==> config.mk <==
export PLATFORM = sky130hd
export DESIGN_NAME = pbs_battle_datapath_flat
export DESIGN_NICKNAME = d
export VERILOG_FILES = /design/src/rtl/pbs_battle_datapath_if.sv /design/src/rtl/pbs_battle_datapath.sv /design/src/flat_wrapper.sv
export SDC_FILE = /design/constraint.sdc
export NUM_CORES = 1
export LEC_CHECK = 0
export CAP_MARGIN = 5
export CORE_AREA = 5 5 84 86
export CTS_CLUSTER_DIAMETER = 200
export CTS_CLUSTER_SIZE = 16
export DETAILED_ROUTE_END_ITERATION = 10
export DIE_AREA = 0 0 89 91
export SYNTH_ARGS = -nofsm -noshare
export SYNTH_HDL_FRONTEND = slang
export SYNTH_SLANG_ARGS = --single-unit
==> constraint.sdc <==
create_clock -name clk -period 3.4 [get_ports clk]
set_input_delay 0.68 -clock clk [delete_from_list [all_inputs] [get_ports clk]]
set_output_delay 0.68 -clock clk [all_outputs]
set_load 0.01 [all_outputs]
==> src/rtl/pbs_battle_datapath_if.sv <==
// Command strobes from the battle control FSM and status returned by the battle datapath.
// The FSM side uses the master modport; the datapath uses the slave modport.
interface pbs_battle_datapath_if #(
    parameter int unsigned HP_W = 8
);
    logic            load_ai_hp;
    logic            apply_ai_damage;
    logic            apply_p_damage;
    logic            apply_p_heal;
    logic            catch_try;
    logic            active_trainer;
    logic            target;
    logic [HP_W-1:0] p_hp;
    logic [HP_W-1:0] ai_hp;
    logic            p_dead;
    logic            ai_dead;
    logic            catch_done;
    logic            catch_success;
    logic            cmd_err;
    logic [7:0]      rnd;

    modport master (
        output load_ai_hp, apply_ai_damage, apply_p_damage, apply_p_heal, catch_try,
        output active_trainer, target,
        input  p_hp, ai_hp, p_dead, ai_dead, catch_done, catch_success, cmd_err, rnd
    );

    modport slave (
        input  load_ai_hp, apply_ai_damage, apply_p_damage, apply_p_heal, catch_try,
        input  active_trainer, target,
        output p_hp, ai_hp, p_dead, ai_dead, catch_done, catch_success, cmd_err, rnd
    );
endinterface

==> src/rtl/pbs_battle_datapath.sv <==
// Battle datapath: HP registers, LFSR-randomised damage/heal/catch, and the death and
// catch status the battle FSM branches on. One command executes per cycle by priority.
module pbs_battle_datapath #(
    parameter int unsigned HP_W       = 8,
    parameter int unsigned P_MAX_HP   = 100,
    parameter int unsigned AI_MAX_HP  = 80,
    parameter int unsigned P_ATK      = 12,
    parameter int unsigned AI_ATK     = 10,
    parameter int unsigned HEAL_AMT   = 20,
    parameter int unsigned CATCH_BASE = 32,
    parameter logic [7:0]  SEED       = 8'hA5
) (
    input logic                  clk,
    input logic                  reset_n,
    pbs_battle_datapath_if.slave bus
);
    localparam int unsigned DW = HP_W + 2;
    localparam int unsigned TW = ((HP_W > 8) ? HP_W : 8) + 2;

    localparam logic [HP_W-1:0] P_MAX  = HP_W'(P_MAX_HP);
    localparam logic [HP_W-1:0] AI_MAX = HP_W'(AI_MAX_HP);

    logic [7:0]      lfsr_q, lfsr_d;
    logic [HP_W-1:0] p_hp_q, p_hp_d;
    logic [HP_W-1:0] ai_hp_q, ai_hp_d;
    logic            catch_pend_q, catch_pend_d;
    logic            catch_hit_q, catch_hit_d;
    logic            catch_done_q, catch_done_d;
    logic            catch_success_q, catch_success_d;
    logic            cmd_err_q, cmd_err_d;

    logic            p_dead, ai_dead, frozen;
    logic            ai_dmg_req, p_dmg_req, heal_req, catch_req;
    logic [2:0]      cmd_cnt;
    logic [DW-1:0]   ai_dmg, p_dmg;
    logic [HP_W:0]   heal_sum;
    logic [TW-1:0]   thresh_raw, thresh;
    logic            catch_roll;

    function automatic logic [DW-1:0] roll_dmg(input logic [DW-1:0] atk, input logic [7:0] r);
        logic [DW-1:0] d;
        d = atk + DW'(r[1:0]);
        if (r[7:6] == 2'b11) d = d << 1;
        return d;
    endfunction

    function automatic logic [HP_W-1:0] sat_sub(input logic [HP_W-1:0] hp,
                                                input logic [DW-1:0]   d);
        if (DW'(hp) <= d) return '0;
        return hp - d[HP_W-1:0];
    endfunction

    assign p_dead  = (p_hp_q == '0);
    assign ai_dead = (ai_hp_q == '0);
    // Once the battle is decided only an AI reload is honoured, and nothing else counts as a clash.
    assign frozen  = p_dead | ai_dead | catch_success_q;

    assign ai_dmg_req = bus.apply_ai_damage & ~frozen;
    assign p_dmg_req  = bus.apply_p_damage & ~frozen;
    assign heal_req   = bus.apply_p_heal & ~frozen;
    assign catch_req  = bus.catch_try & ~frozen;
    assign cmd_cnt    = 3'(bus.load_ai_hp) + 3'(ai_dmg_req) + 3'(p_dmg_req) + 3'(heal_req)
                      + 3'(catch_req);

    assign ai_dmg     = roll_dmg(DW'(P_ATK), lfsr_q);
    assign p_dmg      = roll_dmg(DW'(AI_ATK), lfsr_q);
    assign heal_sum   = {1'b0, p_hp_q} + (HP_W + 1)'(HEAL_AMT);
    assign thresh_raw = TW'(CATCH_BASE) + TW'(AI_MAX_HP) - TW'(ai_hp_q);
    assign thresh     = (thresh_raw > TW'(255)) ? TW'(255) : thresh_raw;
    assign catch_roll = (TW'(lfsr_q) < thresh);

    always_comb begin
        lfsr_d          = {lfsr_q[6:0], lfsr_q[7] ^ lfsr_q[5] ^ lfsr_q[4] ^ lfsr_q[3]};
        p_hp_d          = p_hp_q;
        ai_hp_d         = ai_hp_q;
        catch_pend_d    = 1'b0;
        catch_hit_d     = 1'b0;
        catch_done_d    = catch_pend_q;
        catch_success_d = catch_success_q | (catch_pend_q & catch_hit_q);
        cmd_err_d       = (cmd_cnt > 3'd1);

        if (bus.load_ai_hp) begin
            ai_hp_d         = AI_MAX;
            catch_done_d    = 1'b0;
            catch_success_d = 1'b0;
        end else if (ai_dmg_req) begin
            if (!bus.active_trainer && bus.target) ai_hp_d = sat_sub(ai_hp_q, ai_dmg);
            else cmd_err_d = 1'b1;
        end else if (p_dmg_req) begin
            if (bus.active_trainer && !bus.target) p_hp_d = sat_sub(p_hp_q, p_dmg);
            else cmd_err_d = 1'b1;
        end else if (heal_req) begin
            p_hp_d = (heal_sum > (HP_W + 1)'(P_MAX_HP)) ? P_MAX : heal_sum[HP_W-1:0];
        end else if (catch_req) begin
            catch_pend_d = 1'b1;
            catch_hit_d  = catch_roll;
        end
    end

    always_ff @(posedge clk) begin
        if (!reset_n) begin
            lfsr_q          <= SEED;
            p_hp_q          <= P_MAX;
            ai_hp_q         <= AI_MAX;
            catch_pend_q    <= 1'b0;
            catch_hit_q     <= 1'b0;
            catch_done_q    <= 1'b0;
            catch_success_q <= 1'b0;
            cmd_err_q       <= 1'b0;
        end else begin
            lfsr_q          <= lfsr_d;
            p_hp_q          <= p_hp_d;
            ai_hp_q         <= ai_hp_d;
            catch_pend_q    <= catch_pend_d;
            catch_hit_q     <= catch_hit_d;
            catch_done_q    <= catch_done_d;
            catch_success_q <= catch_success_d;
            cmd_err_q       <= cmd_err_d;
        end
    end

    assign bus.p_hp          = p_hp_q;
    assign bus.ai_hp         = ai_hp_q;
    assign bus.p_dead        = p_dead;
    assign bus.ai_dead       = ai_dead;
    assign bus.catch_done    = catch_done_q;
    assign bus.catch_success = catch_success_q;
    assign bus.cmd_err       = cmd_err_q;
    assign bus.rnd           = lfsr_q;
endmodule

==> src/flat_wrapper.sv <==
// flat-port wrapper written by rule: the top's interface ports become plain ports
module pbs_battle_datapath_flat 
#(
    parameter int unsigned HP_W       = 8,
    parameter int unsigned P_MAX_HP   = 100,
    parameter int unsigned AI_MAX_HP  = 80,
    parameter int unsigned P_ATK      = 12,
    parameter int unsigned AI_ATK     = 10,
    parameter int unsigned HEAL_AMT   = 20,
    parameter int unsigned CATCH_BASE = 32,
    parameter logic [7:0]  SEED       = 8'hA5
)
  (clk, reset_n, bus_load_ai_hp, bus_apply_ai_damage, bus_apply_p_damage, bus_apply_p_heal, bus_catch_try, bus_active_trainer, bus_target, bus_p_hp, bus_ai_hp, bus_p_dead, bus_ai_dead, bus_catch_done, bus_catch_success, bus_cmd_err, bus_rnd);
  pbs_battle_datapath_if #(.HP_W(HP_W)) bus_i ();
  input logic clk;
  input logic reset_n;
  input wire logic [$bits(bus_i.load_ai_hp)-1:0] bus_load_ai_hp;
  input wire logic [$bits(bus_i.apply_ai_damage)-1:0] bus_apply_ai_damage;
  input wire logic [$bits(bus_i.apply_p_damage)-1:0] bus_apply_p_damage;
  input wire logic [$bits(bus_i.apply_p_heal)-1:0] bus_apply_p_heal;
  input wire logic [$bits(bus_i.catch_try)-1:0] bus_catch_try;
  input wire logic [$bits(bus_i.active_trainer)-1:0] bus_active_trainer;
  input wire logic [$bits(bus_i.target)-1:0] bus_target;
  output wire logic [$bits(bus_i.p_hp)-1:0] bus_p_hp;
  output wire logic [$bits(bus_i.ai_hp)-1:0] bus_ai_hp;
  output wire logic [$bits(bus_i.p_dead)-1:0] bus_p_dead;
  output wire logic [$bits(bus_i.ai_dead)-1:0] bus_ai_dead;
  output wire logic [$bits(bus_i.catch_done)-1:0] bus_catch_done;
  output wire logic [$bits(bus_i.catch_success)-1:0] bus_catch_success;
  output wire logic [$bits(bus_i.cmd_err)-1:0] bus_cmd_err;
  output wire logic [$bits(bus_i.rnd)-1:0] bus_rnd;
  assign bus_i.load_ai_hp = bus_load_ai_hp;
  assign bus_i.apply_ai_damage = bus_apply_ai_damage;
  assign bus_i.apply_p_damage = bus_apply_p_damage;
  assign bus_i.apply_p_heal = bus_apply_p_heal;
  assign bus_i.catch_try = bus_catch_try;
  assign bus_i.active_trainer = bus_active_trainer;
  assign bus_i.target = bus_target;
  assign bus_p_hp = bus_i.p_hp;
  assign bus_ai_hp = bus_i.ai_hp;
  assign bus_p_dead = bus_i.p_dead;
  assign bus_ai_dead = bus_i.ai_dead;
  assign bus_catch_done = bus_i.catch_done;
  assign bus_catch_success = bus_i.catch_success;
  assign bus_cmd_err = bus_i.cmd_err;
  assign bus_rnd = bus_i.rnd;
  pbs_battle_datapath #(.HP_W(HP_W), .P_MAX_HP(P_MAX_HP), .AI_MAX_HP(AI_MAX_HP), .P_ATK(P_ATK), .AI_ATK(AI_ATK), .HEAL_AMT(HEAL_AMT), .CATCH_BASE(CATCH_BASE), .SEED(SEED)) u_core (.clk(clk), .reset_n(reset_n), .bus(bus_i));
endmodule
# [Word level (Yosys, flattened, before mapping)]
# Index checks and enable logic that the tools add are counted.
[word_totals] in_bits=9 output_inout_bits=29 wordCells=80 reg_bits=29
[op_classes] addsub=10 muxes=26 bitwise=16 n_reduce_logical=12 eq_ne=2 magnitude_cmp=6
[op_table] operator="8-bit 2-to-1 mux" count=8
[op_table] operator="10-bit 2-to-1 mux" count=3
[op_table] operator="8-bit by 10-bit less-or-equal comparator with 1-bit output" count=2
[op_table] operator="8-bit logical NOT" count=2
[op_table] operator="8-bit subtractor" count=2
[op_table] operator="1-bit 2-to-1 mux" count=15
[op_table] operator="4-bit by 2-bit adder with 5-bit output (first input constant)" count=2
[op_table] operator="10-bit by 8-bit > comparator with 1-bit output (second input constant)" count=1
[op_table] operator="8-bit by 10-bit < comparator with 1-bit output" count=1
[op_table] operator="3-bit by 1-bit adder with 3-bit output" count=3
[op_table] operator="8-bit by 5-bit adder with 9-bit output (second input constant)" count=1
[op_table] operator="9-bit by 7-bit > comparator with 1-bit output (second input constant)" count=1
[op_table] operator="7-bit by 8-bit subtractor with 9-bit output (first input constant)" count=1
[op_table] operator="6-bit OR reduction" count=1
[op_table] operator="1-bit bitwise AND" count=5
[op_table] operator="1-bit inverter" count=5
[op_table] operator="5-bit OR reduction" count=1
[op_table] operator="4-bit AND reduction" count=1
[op_table] operator="3-bit by 1-bit > comparator with 1-bit output (second input constant)" count=1
[op_table] operator="1-bit OR" count=3
[op_table] operator="1-bit bitwise XOR" count=3
[op_table] operator="1-bit by 1-bit adder with 2-bit output" count=1
[op_table] operator="2-bit == test (second input constant)" count=1
[op_table] operator="1-bit logical AND" count=2
[op_table] operator="5 further kinds" count=6

# [Longest topological paths before layout]
# Gate-level depths: netlist (run 1).
[logic_depth] word_depth=14 ltp_mapped=15

# [Worst setup path before layout (run 1)]
# OpenSTA, ideal clock, no wires.
[synth_path] path_kind="register to register" from="register u_core.ai_hp_q[1], in the netlist u_core.bus.ai_hp[1]" to="register u_core.cmd_err_q, in the netlist u_core.bus.cmd_err" setup_slack_ps=163 path_stages_with_launch=15 t_required_ps=3279 period_less_slack_ps=3237 arrival_ps=3116 path_buffers=1 cell_sequence="dfxtp_1 inv_1 ha_1 or3b_2 buf_6 nand2b_4 inv_4 nor3_1 nand2_1 ha_1 inv_1 fa_1 nand3b_1 fa_1 a31oi_1"
[synth_between] elab_chain_cells=14
[synth_lines] item="start, declared" line_no="pbs_battle_datapath.sv:25" source="logic [HP_W-1:0] ai_hp_q, ai_hp_d;"
[synth_lines] item="start signal, assigned" line_no="pbs_battle_datapath.sv:113" source="ai_hp_q <= ai_hp_d;"
[synth_lines] item="8-bit logical NOT *" line_no="pbs_battle_datapath.sv:54" source="assign ai_dead = (ai_hp_q == '0);"
[synth_lines] item="net bus_ai_dead" line_no="flat_wrapper.sv:27" source="output wire logic [$bits(bus_i.ai_dead)-1:0] bus_ai_dead;"
[synth_lines] item="1-bit OR * (2 in a row)" line_no="pbs_battle_datapath.sv:56" source="assign frozen = p_dead | ai_dead | catch_success_q;"
[synth_lines] item="1-bit inverter *"
[synth_lines] item="1-bit bitwise AND" line_no="pbs_battle_datapath.sv:58" source="assign ai_dmg_req = bus.apply_ai_damage & ~frozen;"
[synth_lines] item="1-bit by 1-bit adder with 2-bit output" line_no="pbs_battle_datapath.sv:62" source="assign cmd_cnt = 3'(bus.load_ai_hp) + 3'(ai_dmg_req) + 3'(p_dmg_req) + 3'(heal_req)"
[synth_lines] item="3-bit by 1-bit adder with 3-bit output (2 in a row)" line_no="pbs_battle_datapath.sv:62"
[synth_lines] item="3-bit by 1-bit adder with 3-bit output" line_no="pbs_battle_datapath.sv:63" source="+ 3'(catch_req);"
[synth_lines] item="3-bit by 1-bit > comparator with 1-bit output" line_no="pbs_battle_datapath.sv:80" source="cmd_err_d = (cmd_cnt > 3'd1);"
[synth_lines] item="1-bit 2-to-1 mux" line_no="pbs_battle_datapath.sv:90" source="if (bus.active_trainer && !bus.target) p_hp_d = sat_sub(p_hp_q, p_dmg);"
[synth_lines] item="1-bit 2-to-1 mux" line_no="pbs_battle_datapath.sv:89" source="end else if (p_dmg_req) begin"
[synth_lines] item="1-bit 2-to-1 mux" line_no="pbs_battle_datapath.sv:86" source="end else if (ai_dmg_req) begin"
[synth_lines] item="1-bit 2-to-1 mux *" line_no="pbs_battle_datapath.sv:82" source="if (bus.load_ai_hp) begin"
[synth_lines] item="end signal, assigned" line_no="pbs_battle_datapath.sv:118" source="cmd_err_q <= cmd_err_d;"
[synth_lines] item="end, declared" line_no="pbs_battle_datapath.sv:30" source="logic cmd_err_q, cmd_err_d;"
# Mark *: on every way through the listed nets, which the timed path passes. The rest lies on a longest branch.
# A chain may end at the register's enable or synchronous reset.

# [Final worst setup path (run 1)]
[layout_path] from="register u_core.ai_hp_q[1], in the netlist u_core.bus.ai_hp[1]" to="register u_core.cmd_err_q, in the netlist u_core.bus.cmd_err"
[layout_between] elab_chain_cells=14
[layout_lines] item="8-bit logical NOT *" line_no="pbs_battle_datapath.sv:54"
[layout_lines] item="1-bit OR * (2 in a row)" line_no="pbs_battle_datapath.sv:56"
[layout_lines] item="1-bit inverter *"
[layout_lines] item="1-bit bitwise AND" line_no="pbs_battle_datapath.sv:58"
[layout_lines] item="1-bit by 1-bit adder with 2-bit output" line_no="pbs_battle_datapath.sv:62"
[layout_lines] item="3-bit by 1-bit adder with 3-bit output (2 in a row)" line_no="pbs_battle_datapath.sv:62"
[layout_lines] item="3-bit by 1-bit adder with 3-bit output" line_no="pbs_battle_datapath.sv:63"
[layout_lines] item="3-bit by 1-bit > comparator with 1-bit output" line_no="pbs_battle_datapath.sv:80"
[layout_lines] item="1-bit 2-to-1 mux" line_no="pbs_battle_datapath.sv:90"
[layout_lines] item="1-bit 2-to-1 mux" line_no="pbs_battle_datapath.sv:89"
[layout_lines] item="1-bit 2-to-1 mux" line_no="pbs_battle_datapath.sv:86"
[layout_lines] item="1-bit 2-to-1 mux *" line_no="pbs_battle_datapath.sv:82"
# Every way passes the cells marked *; elsewhere a longest branch is shown, timed or not.

==> results of run 1 <==
power groups by stage:
stage	Clock (µW)	Combinational (µW)	Sequential, µW
6_report	318	287	373
5_1_grt	346	329	376
4_1_cts	332	289	373
3_5_place_dp	0	288	381
3_3_place_gp	0	284	381
2_1_floorplan	0	200	380
sequential cells by signal (all words and copies together), names as in the netlist:
signal,cells
u_core.bus.catch_success,1
u_core.catch_pend_q,1
u_core.bus.rnd,8
u_core.bus.catch_done,1
u_core.bus.p_hp,8
u_core.bus.ai_hp,8
u_core.bus.cmd_err,1
u_core.catch_hit_q,1
cell type report:
cell class | instances | area [µm²]
repair buffers | 52 | 483
well taps | 77 | 96.3
flip-flops and latches | 29 | 581
inverters | 22 | 85.1
clock inverters | 1 | 5.00
clock buffers | 7 | 96.3
multi-input cells | 229 | 1650
fillers | 621 | 3210
logic make-up (layout without fill, tap and decap cells):
group           after synthesis  count (layout)  synth area share
compound gates               65              65             0.182
buf+inv                      41              82            0.0830
simple gates                119             119             0.277
mux                           3               3            0.0124
xor+xnor                     15              15            0.0541
fa+ha+maj                    27              27             0.152
flops                        29              29             0.239
how the worst max path moves through the flow:
stage	startpoint	end	slack, ns	cells after the start
final	u_core.bus.ai_hp[1]$_SDFFE_PP0P_	u_core.bus.cmd_err$_SDFF_PN0_	0.19	13
after global routing	u_core.bus.ai_hp[1]$_SDFFE_PP0P_	u_core.bus.cmd_err$_SDFF_PN0_	0.02	13
after CTS	u_core.bus.ai_hp[1]$_SDFFE_PP0P_	u_core.bus.cmd_err$_SDFF_PN0_	0.17	13
after detailed placement	u_core.bus.ai_hp[1]$_SDFFE_PP0P_	u_core.bus.cmd_err$_SDFF_PN0_	0.19	13
after global placement	u_core.bus.ai_hp[1]$_SDFFE_PP0P_	u_core.bus.cmd_err$_SDFF_PN0_	0.27	13
after floorplan	u_core.bus.ai_hp[1]$_SDFFE_PP0P_	u_core.bus.cmd_err$_SDFF_PN0_	0.16	14
metal layers:
metal / wire (µm) / GRT usage
met1: 2880 / 0.220
met2: 2740 / 0.248
met3: 323 / 0.0235
met4: 120 / 0.0620
met5: 0 / 0
stage by stage:
| step | area [µm²] | utilization | worst slack, ns | hold WS, ns |
|---|---|---|---|---|
| final | 3000 | 0.483 | 0.186 | 0.474 |
| after global routing | 3000 | 0.483 | 0.0169 | 0.502 |
| after detailed placement | 2890 | 0.466 | 0.189 | 0.451 |
| after CTS | 2990 | 0.482 | 0.171 | 0.485 |
| after floorplan | 2430 | - | 0.163 | 0.430 |
| after global placement | 2890 | 0.466 | 0.271 | 0.459 |
cells in the final DEF, fill, tap and decap left out, types with 4 or more instances in the layout:
cell type / instances
nand2_1: 26
ha_1: 23
nor2_1: 26
o21a_1: 5
and2_1: 6
xnor2_1: 10
nor4_1: 4
nor2b_1: 5
o21ai_0: 14
inv_1: 21
xor2_1: 5
a211oi_1: 6
clkbuf_8: 7
nand2b_1: 7
buf_4: 15
a21oi_1: 13
clkdlybuf4s50_1: 37
nand3_1: 6
dfxtp_1: 29
nor3_1: 8
or4_1: 5
fa_1: 4
what timing repair did:
item	4_1_cts	5_1_grt
setup endpoints to repair	0	1
hold buffers	0	0
resized for setup	0	1
==> flow_summary.ini, run 1 <==
[yosys]
synth_area_mm2 = 0.00243
synth-seq-cells = 29
yosys.area.top_type = dfxtp_1
synth.area.top_cells = dfxtp_1 24%, ha_1 12%, nand2_1 4.0%, nor2_1 4.0%, xnor2_1 3.6%
synthTopCellsByCount = 29 x dfxtp_1, 26 x nand2_1, 26 x nor2_1
syn_nets = 335
syn_area_per_cell_um2 = 8.12
synth_cells = 299
synth_top_area_frac = 0.239
synth_edf_count = 0
ys_seq_area_frac = 0.239
async_reset_ff_frac = 0
synth_most_common_cell = dfxtp_1
synth.distinct_cells = 62
yosys_warnings = 0
synthFlopType = dfxtp_1

[detailed_routing]
drt_iter0_drc = 93
wl_per_cell_um = 14.6
routed_wl_um = 6070
post_drt_via_cell_ratio = 5.36
first_pass_iters = 4
ant_nets = 0
route.vias.total = 2235
drc = 0

[setup_path]
slowest_delay_ns = 0.52
crit_type = flop to flop
r2r_setup_slack_ns = 0.19
cp.required_ns = 3.57
worstRegToRegCells = 13
rr_startpoint = u_core.bus.ai_hp[1]$_SDFFE_PP0P_
critPathArrivalTime_ns = 3.38
crit_fanout = 6
cp-end-kind = flop
crit_buf_inv = 3
slowest_stage = or3b_2
crit_family = adder cells
start_kind = flop
r2r_end = u_core.bus.cmd_err$_SDFF_PN0_
worstPathCellList = inv_1 -> ha_1 -> or3b_2 -> nand2b_4 -> inv_4 -> nor3_2 -> nand2_1 -> ha_1 -> inv_1 -> fa_1 -> nand3b_1 -> fa_1 -> a31oi_1

[clock_tree]
cts_max_level = 2
cts.sinks = 29
clk_latency_ns = 0.28
ctsLongestPathBuffers = 2
cts_buffers = 5
post_cts_buffers = 0
cts_tree = done
path_clk_slew_ns = 0.07
root_buffer = clkbuf_8

[power]
internal-power_uw = 680
total_power_uw = 979
pwr-share-comb = 0.293
power_density_mw_per_mm2 = 327
power_frac_clock = 0.325
seq_power_share = 0.382
p_leak_uw = 0.00120
p_switching_uw = 299
switching_share = 0.305
irDropWorstVdd_uv = 205

[grt]
grt_pass1_vias = 2148
track_usage = 0.159
grt_pass1_wl_um = 10200
antenna_found_initial = 0
grt_max_degree = 17
grt_overflow = 0

[placed_design]
hpwl_um = 4780
post-place-cells = 409
io_buffers = 37
place.gp.congestion = 0.854

[die]
dieArea_mm2 = 0.00810
num_io_pins = 38
coreArea_mm2 = 0.00620
start_util = 0.391
die_h_um = 91
rows = 29
die_width_um = 89

[cells_and_area]
area_growth_pct = 23.5
drive_gt1_frac = 0.0971
nets = 375
instances_no_fill = 417
antenna_cells = 0

[sta]
rsz0062_at_grt = no
min_period_ns = 3.21
maxSlewHeadroom = 0.629
slew_violations = 0
fmax_mhz = 311
hold_violations = 0
finalCritPeriodShare = 0.945
setup_viol = 0
tightest_slew_ns = 0.551
clock-skew-final_ns = 0.00694
fin_tns_setup_ns = 0

[status]
outcome = finished clean

[worst_hold_path]
hold_end = u_core.bus.catch_done$_SDFF_PP0_
hp-start = u_core.catch_pend_q$_SDFF_PP0_
hold_depth = 1
hold_path.class = flop to flop

[flow_run]
maxCapViolations = 0
(Power assumes the default switching activity.)
==> run 2, diff against run 1 <==
--- a/config.mk
+++ b/config.mk
@@ -11,6 +11,7 @@
 export CTS_CLUSTER_SIZE = 16
 export DETAILED_ROUTE_END_ITERATION = 10
 export DIE_AREA = 0 0 89 91
+export SLEW_MARGIN = 20
 export SYNTH_ARGS = -nofsm -noshare
 export SYNTH_HDL_FRONTEND = slang
 export SYNTH_SLANG_ARGS = --single-unit
==> results of run 2 <==
No change in the layout: final DEF, timing and power equal those of run 1.
